`config.mk`:
```
export PLATFORM = sky130hd
export DESIGN_NAME = gs_frame_ctrl
export DESIGN_NICKNAME = d
export VERILOG_FILES = /design/src/rtl/gs_frame_ctrl.sv
export SDC_FILE = /design/constraint.sdc
export NUM_CORES = 1
export LEC_CHECK = 0
export ABC_AREA = 1
export ABC_CLOCK_PERIOD_IN_PS = 3400
export CAP_MARGIN = 40
export CORE_MARGIN = 5
export CORE_UTILIZATION = 45
export CTS_CLUSTER_SIZE = 20
export DETAILED_ROUTE_END_ITERATION = 8
export PLACE_DENSITY = 0.66
export SYNTH_ARGS = -nofsm -noshare
export SYNTH_HDL_FRONTEND = slang
export SYNTH_SLANG_ARGS = --single-unit
```
`constraint.sdc`:
```
create_clock -name clk -period 3.4 [get_ports clk]
set_clock_uncertainty 0.15 [all_clocks]
set_input_delay 0.68 -clock clk [delete_from_list [all_inputs] [get_ports clk]]
set_output_delay 0.68 -clock clk [all_outputs]
set_load 0.005 [all_outputs]
```
`src/rtl/gs_frame_ctrl.sv`:
```
// ---------------------------------------------------------------------------
// gs_frame_ctrl
//   Frame sequencer around the 3x3 Gaussian filter stage.
//
//   Input side : accepts a ready/valid pixel stream, checks the frame
//                geometry against IMG_W x IMG_H and forwards beats to the
//                filter (f_din*), flagging frame_done / err_pulse.
//   Output side: tracks the row/column of every filter result and forwards
//                only pixels whose 3x3 window is fully inside the frame,
//                re-framed with cropped sop/eop (m_*).
//
// Ports
//   clk, rst_n                       clock, async active-low reset
//   en                               enable; s_ready = en
//   s_data/s_valid/s_sop/s_eop       source stream in
//   s_ready                          source accept
//   f_din/f_din_vld/_sop/_eop        registered stream to the filter
//   f_dout/f_dout_vld/_sop/_eop      filter results
//   m_data/m_vld/m_sop/m_eop         full-window pixels to the Sobel stage
//   frame_done                       pulse: frame accepted, geometry correct
//   err_pulse                        pulse: framing error
// ---------------------------------------------------------------------------
module gs_frame_ctrl #(
  parameter int IMG_W = 640,
  parameter int IMG_H = 480,
  parameter int DW    = 8
) (
  input  logic          clk,
  input  logic          rst_n,
  input  logic          en,
  input  logic [DW-1:0] s_data,
  input  logic          s_valid,
  input  logic          s_sop,
  input  logic          s_eop,
  output logic          s_ready,
  output logic [DW-1:0] f_din,
  output logic          f_din_vld,
  output logic          f_din_sop,
  output logic          f_din_eop,
  input  logic [DW-1:0] f_dout,
  input  logic          f_dout_vld,
  input  logic          f_dout_sop,
  input  logic          f_dout_eop,
  output logic [DW-1:0] m_data,
  output logic          m_vld,
  output logic          m_sop,
  output logic          m_eop,
  output logic          frame_done,
  output logic          err_pulse
);

  localparam int CW = (IMG_W > 1) ? $clog2(IMG_W) : 1;
  localparam int RW = (IMG_H > 1) ? $clog2(IMG_H) : 1;

  localparam logic [CW-1:0] COL_LAST = CW'(IMG_W - 1);
  localparam logic [RW-1:0] ROW_LAST = RW'(IMG_H - 1);

  typedef enum logic {IDLE, RUN} state_t;

  state_t        state;
  logic [CW-1:0] in_col;
  logic [RW-1:0] in_row;

  logic accept;
  logic fwd;
  logic at_last;

  assign s_ready = en;
  assign accept  = s_valid & en;
  // In IDLE only a sop beat starts a frame; everything else is dropped.
  assign fwd     = accept & ((state == RUN) | s_sop);
  assign at_last = (in_row == ROW_LAST) && (in_col == COL_LAST);

  // -------------------------------------------------------------------------
  // Input sequencer. in_col/in_row hold the position of the next beat.
  // -------------------------------------------------------------------------
  always_ff @(posedge clk or negedge rst_n) begin
    if (!rst_n) begin
      state      <= IDLE;
      in_col     <= '0;
      in_row     <= '0;
      f_din      <= '0;
      f_din_vld  <= 1'b0;
      f_din_sop  <= 1'b0;
      f_din_eop  <= 1'b0;
      frame_done <= 1'b0;
      err_pulse  <= 1'b0;
    end else begin
      f_din_vld  <= 1'b0;
      f_din_sop  <= 1'b0;
      f_din_eop  <= 1'b0;
      frame_done <= 1'b0;
      err_pulse  <= 1'b0;

      if (fwd) begin
        f_din     <= s_data;
        f_din_vld <= 1'b1;
        f_din_sop <= s_sop;
        f_din_eop <= s_eop;
      end

      if (accept) begin
        unique case (state)
          IDLE: begin
            if (s_sop) begin
              in_col <= CW'(1);
              in_row <= '0;
              state  <= RUN;
            end
          end
          RUN: begin
            if (s_sop) begin
              // Mid-frame sop restarts the frame at this beat; eop ignored.
              err_pulse <= 1'b1;
              in_col    <= CW'(1);
              in_row    <= '0;
            end else if (s_eop || at_last) begin
              // Frame ends here either way; only eop exactly at the last
              // position counts as a good frame.
              if (s_eop && at_last) begin
                frame_done <= 1'b1;
              end else begin
                err_pulse <= 1'b1;
              end
              in_col <= '0;
              in_row <= '0;
              state  <= IDLE;
            end else if (in_col == COL_LAST) begin
              in_col <= '0;
              in_row <= in_row + RW'(1);
            end else begin
              in_col <= in_col + CW'(1);
            end
          end
          default: state <= IDLE;
        endcase
      end
    end
  end

  // -------------------------------------------------------------------------
  // Output tracker. The filter has no stall, so this side is not gated by en;
  // holding it would drop results already in flight.
  // nxt_col/nxt_row hold the position of the next result beat.
  // -------------------------------------------------------------------------
  logic          out_sync;
  logic [CW-1:0] nxt_col;
  logic [RW-1:0] nxt_row;
  logic [CW-1:0] cur_col;
  logic [RW-1:0] cur_row;
  logic          beat_ok;
  logic          full_win;
  logic          dout_eop_unused;

  // Result framing is derived from position alone; the filter's eop is
  // redundant with the counters.
  assign dout_eop_unused = f_dout_eop;

  always_comb begin
    cur_col  = nxt_col;
    cur_row  = nxt_row;
    if (f_dout_sop) begin
      cur_col = '0;
      cur_row = '0;
    end
    beat_ok  = f_dout_vld & (f_dout_sop | out_sync);
    full_win = (cur_row >= RW'(2)) && (cur_col >= CW'(2));
  end

  always_ff @(posedge clk or negedge rst_n) begin
    if (!rst_n) begin
      out_sync <= 1'b0;
      nxt_col  <= '0;
      nxt_row  <= '0;
      m_data   <= '0;
      m_vld    <= 1'b0;
      m_sop    <= 1'b0;
      m_eop    <= 1'b0;
    end else begin
      m_vld <= 1'b0;
      m_sop <= 1'b0;
      m_eop <= 1'b0;

      if (beat_ok) begin
        out_sync <= 1'b1;
        if (cur_col == COL_LAST) begin
          nxt_col <= '0;
          nxt_row <= (cur_row == ROW_LAST) ? '0 : cur_row + RW'(1);
        end else begin
          nxt_col <= cur_col + CW'(1);
          nxt_row <= cur_row;
        end

        if (full_win) begin
          m_vld  <= 1'b1;
          m_data <= f_dout;
          m_sop  <= (cur_row == RW'(2)) && (cur_col == CW'(2));
          m_eop  <= (cur_row == ROW_LAST) && (cur_col == COL_LAST);
        end
      end
    end
  end

endmodule

```
==> results of run 1 <==
synth_stat cells, drive strengths merged:
cell type  count
ha             8
xor2           9
o21a           1
o22ai          3
xnor2          1
nor3b          1
o31ai          2
inv           56
a21oi          5
o221ai         1
o21bai         3
nor4           1
nor3           8
dfrtp         64
o21ai         20
nand4         14
nand3         55
clkbuf         5
nor2          47
buf            6
nand2        156
or2            2
layer usage:
metal / GRT usage (%) / wire, µm
met5: 0 / 0
met4: 5.46 / 74
met3: 4.81 / 633
met2: 25.8 / 3530
met1: 24.6 / 3920
critical path, cell delays in order (launching register included):
cell and delay (ns):
dfrtp_1 0.38, ha_1 0.18, nand2_1 0.09, nor2_1 0.25
inv_1 0.09, nor3_1 0.30, inv_1 0.08, ha_1 0.29
inv_1 0.19, nor2_2 0.10, nand2_1 0.10, nand2_1 0.22
inv_2 0.28, nand3_1 0.10, o21ai_0 0.08
how the worst max path moves through the flow:
stage                     cells after the start             startpoint                     end
after floorplan                              13  in_row[0]$_DFFE_PN0P_   in_row[2]$_DFFE_PN0P_
after CTS                                    14  in_row[1]$_DFFE_PN0P_   in_row[3]$_DFFE_PN0P_
after global placement                       12             f_dout_sop  nxt_row[8]$_DFFE_PN0P_
final                                        14  in_row[1]$_DFFE_PN0P_   in_row[3]$_DFFE_PN0P_
after detailed placement                     12             f_dout_sop  nxt_row[0]$_DFFE_PN0P_
after global routing                         14  in_row[0]$_DFFE_PN0P_   in_row[3]$_DFFE_PN0P_
sequential cells by signal (all words and copies together), names as in the netlist, 8 cells and up:
name	count
m_data	8
in_row	9
in_col	10
nxt_col	10
nxt_row	9
f_din	8
kinds of logic after synthesis:
kind of cell	count (synthesis)	synth area share (%)
and+or+nand+nor	284	35.5
buffers and inverters	67	7.84
DFF	64	45.4
AOI/OAI and AO/OA	35	5.92
xor gates and xnor gates	10	2.48
adders and majority gates	8	2.84
metrics by stage:
step / area [µm²] / cells / total power (µW) / hold WS [ns] / worst slack [ns]
after CTS: 4350 / 632 / 1790 / 0.260 / 0.459
after global placement: 4150 / 617 / 1090 / 0.303 / 0.433
final: 4350 / 632 / 1760 / 0.251 / 0.425
after floorplan: 3530 / 468 / 948 / 0.234 / 1.15
after global routing: 4350 / 632 / 1850 / 0.305 / 0.191
after detailed placement: 4150 / 617 / 1090 / 0.308 / 0.420
power groups by stage:
stage / Sequential (µW) / Combinational (µW) / Clock (µW)
global placement: 848 / 237 / 0
detailed placement: 850 / 240 / 0
floorplan: 845 / 103 / 0
global route: 842 / 264 / 741
finish: 836 / 236 / 692
CTS: 836 / 241 / 709
final cells by class:
| type | count | area (µm²) |
|---|---|---|
| inverters | 56 | 210 |
| clock inverters | 4 | 70.1 |
| clock buffers | 11 | 131 |
| repair buffers | 58 | 563 |
| multi-input cells | 337 | 1650 |
| well taps | 102 | 128 |
| fillers | 763 | 3330 |
| flip-flops and latches | 64 | 1600 |
==> results.md, run 1 <==
* Total negative slack at 0 ns
* Synthesized Nets at 501
* # DRC at 0
* Crit share post-route at 87.5%
* Final Net Count at about 560
* 1st-iter DRT viols at 173
* Post-CTS setup buffer count at 0
* Critical path endpoint category: flip-flop
* Count of warnings emitted by yosys at 0
* Ranking of synthesized cells by area: dfrtp_1 (45%), nand2_1 (16%), nand3_1 (7.8%)
* Run status: finished clean
* DIE AREA at 0.00971 mm²
* PortBufs at 48
* Fin. max-slew vios at 0
* CTS tree: built
* Cell Int Power at 1330 µW
* Grt ovf at 0
* WL final at 8160 µm
* Hold-fix buffers at CTS at 0
* Layout cells sized above 1 at between 8 and 9%
* CTS Sinks at 64
* DR vias at 3,150
* Core area at 0.00769 mm²
* Share of power burned in registers at 47.4%
* Synth top area share at 45.4%
* Logic pwr share at 13.4%
* P_sw at 438 µW
* R2r worst-path depth at 14
* Number of max-cap violations at 0
* Slew @ Worst Pin at 0.733 ns
* Commonest non-fill, non-tap cell in the layout: nand2_1
* Vias in the first global route at 3,026
* Post-detailed-route wirelength per cell at 12.9 µm
* Post-synthesis cell area at 0.00353 mm²
* First-pass GRT wire length at 13,900 µm
* TritonCTS Buffers at 9
* I/O pin count at 50
* Synthesized area per cell at 7.54 µm²
* Pleak at 0.00217 µW
* Die Ht at 98.5 µm
* Tmin final at 2.97 ns
* Resize count post-CTS at 0
* Headroom to the max-slew limit at around half
* Fin. Hold Viols at 0
* Hold crit path type: in -> async
* Fmax achieved at between 0.3 and 0.4 GHz
* Starting density of the core at 45.9%
* Kind of critical path: reg -> reg
* Root Buffer: clkbuf_8
* Cell taking the most area after synthesis: dfrtp_1
* Die span in x at 98.5 µm
* Final setup violation count at 0
* R2r endpoint: in_row[3]$_DFFE_PN0P_
* Pwr per Cell Area at ~410 mW/mm²
* RePlAce Congestion at 0.925
* Clock Latency Late Sink at ~0.34 ns
* Antenna Nets Post-Route at 0
* Tot GR Track Use at 17.3%
* Crit path required time at roughly 3.5 ns
* N_diodes at 0
* Clock Pin Slew Worst Setup and Hold Paths at 0.07 ns
* Worst EP arrival at 3.09 ns
* Antenna violations before repair at 0
* DR vias/cell at about 5
* Max H-tree Level at 3
* Std cell rows at 32
* Hpwl dp at 5950 µm
* Worst R2R Start: in_row[1]$_DFFE_PN0P_
* Final core utilization at 56.6%
* RSZ-0062 raised after global routing: no
* Flops & latches, synth at 64
* Distinct cells, synth at 33
* Commonest non-fill, non-tap cells in the layout: nand2_1 (151), dfrtp_1 (64), nand3_1 (55)
* Sw frac at 24.8%
* Highest net fanout along the worst path at 13
* Clock power frac at roughly two fifths
* Startpoint type of the worst setup path: flip-flop
* Peak VDD IR at approximately 0.24 mV
* Worst reg2reg setup slack at roughly 0.43 ns
* Seq/Total Area, Yosys at 45.4%
* Syn Inst Count at between 400 and 500
* Largest net degree at the start of global routing at 36
* Area growth, synth to finish at 23.4%
* Max clock buf depth at 2
* First-pass iteration count of the detailed router at 4
(Power assumes the default switching activity.)
==> run 2: changes to the inputs <==
==> constraint.sdc (replaced) <==
create_clock -name clk -period 3.4 [get_ports clk]
set_clock_uncertainty 0.15 [all_clocks]
set_input_delay 0.68 -clock clk [delete_from_list [all_inputs] [get_ports clk]]
set_output_delay 0.68 -clock clk [all_outputs]
set_load 0.02 [all_outputs]
==> results of run 2 <==
The final DEF is identical to that of run 1. Status: finished clean.
Among the figures that moved: total power 1760 µW -> 1800 µW
==> run 3: changes to the inputs <==
--- a/config.mk
+++ b/config.mk
@@ -6,13 +6,13 @@
 export NUM_CORES = 1
 export LEC_CHECK = 0
 export ABC_AREA = 1
-export ABC_CLOCK_PERIOD_IN_PS = 3400
 export CAP_MARGIN = 40
 export CORE_MARGIN = 5
 export CORE_UTILIZATION = 45
 export CTS_CLUSTER_SIZE = 20
 export DETAILED_ROUTE_END_ITERATION = 8
 export PLACE_DENSITY = 0.66
+export SKIP_LAST_GASP = 1
 export SYNTH_ARGS = -nofsm -noshare
 export SYNTH_HDL_FRONTEND = slang
 export SYNTH_SLANG_ARGS = --single-unit
==> results of run 3 <==
The final DEF is identical to that of run 1. Status: finished clean.
Among the figures that moved: total power 1760 µW -> 1800 µW
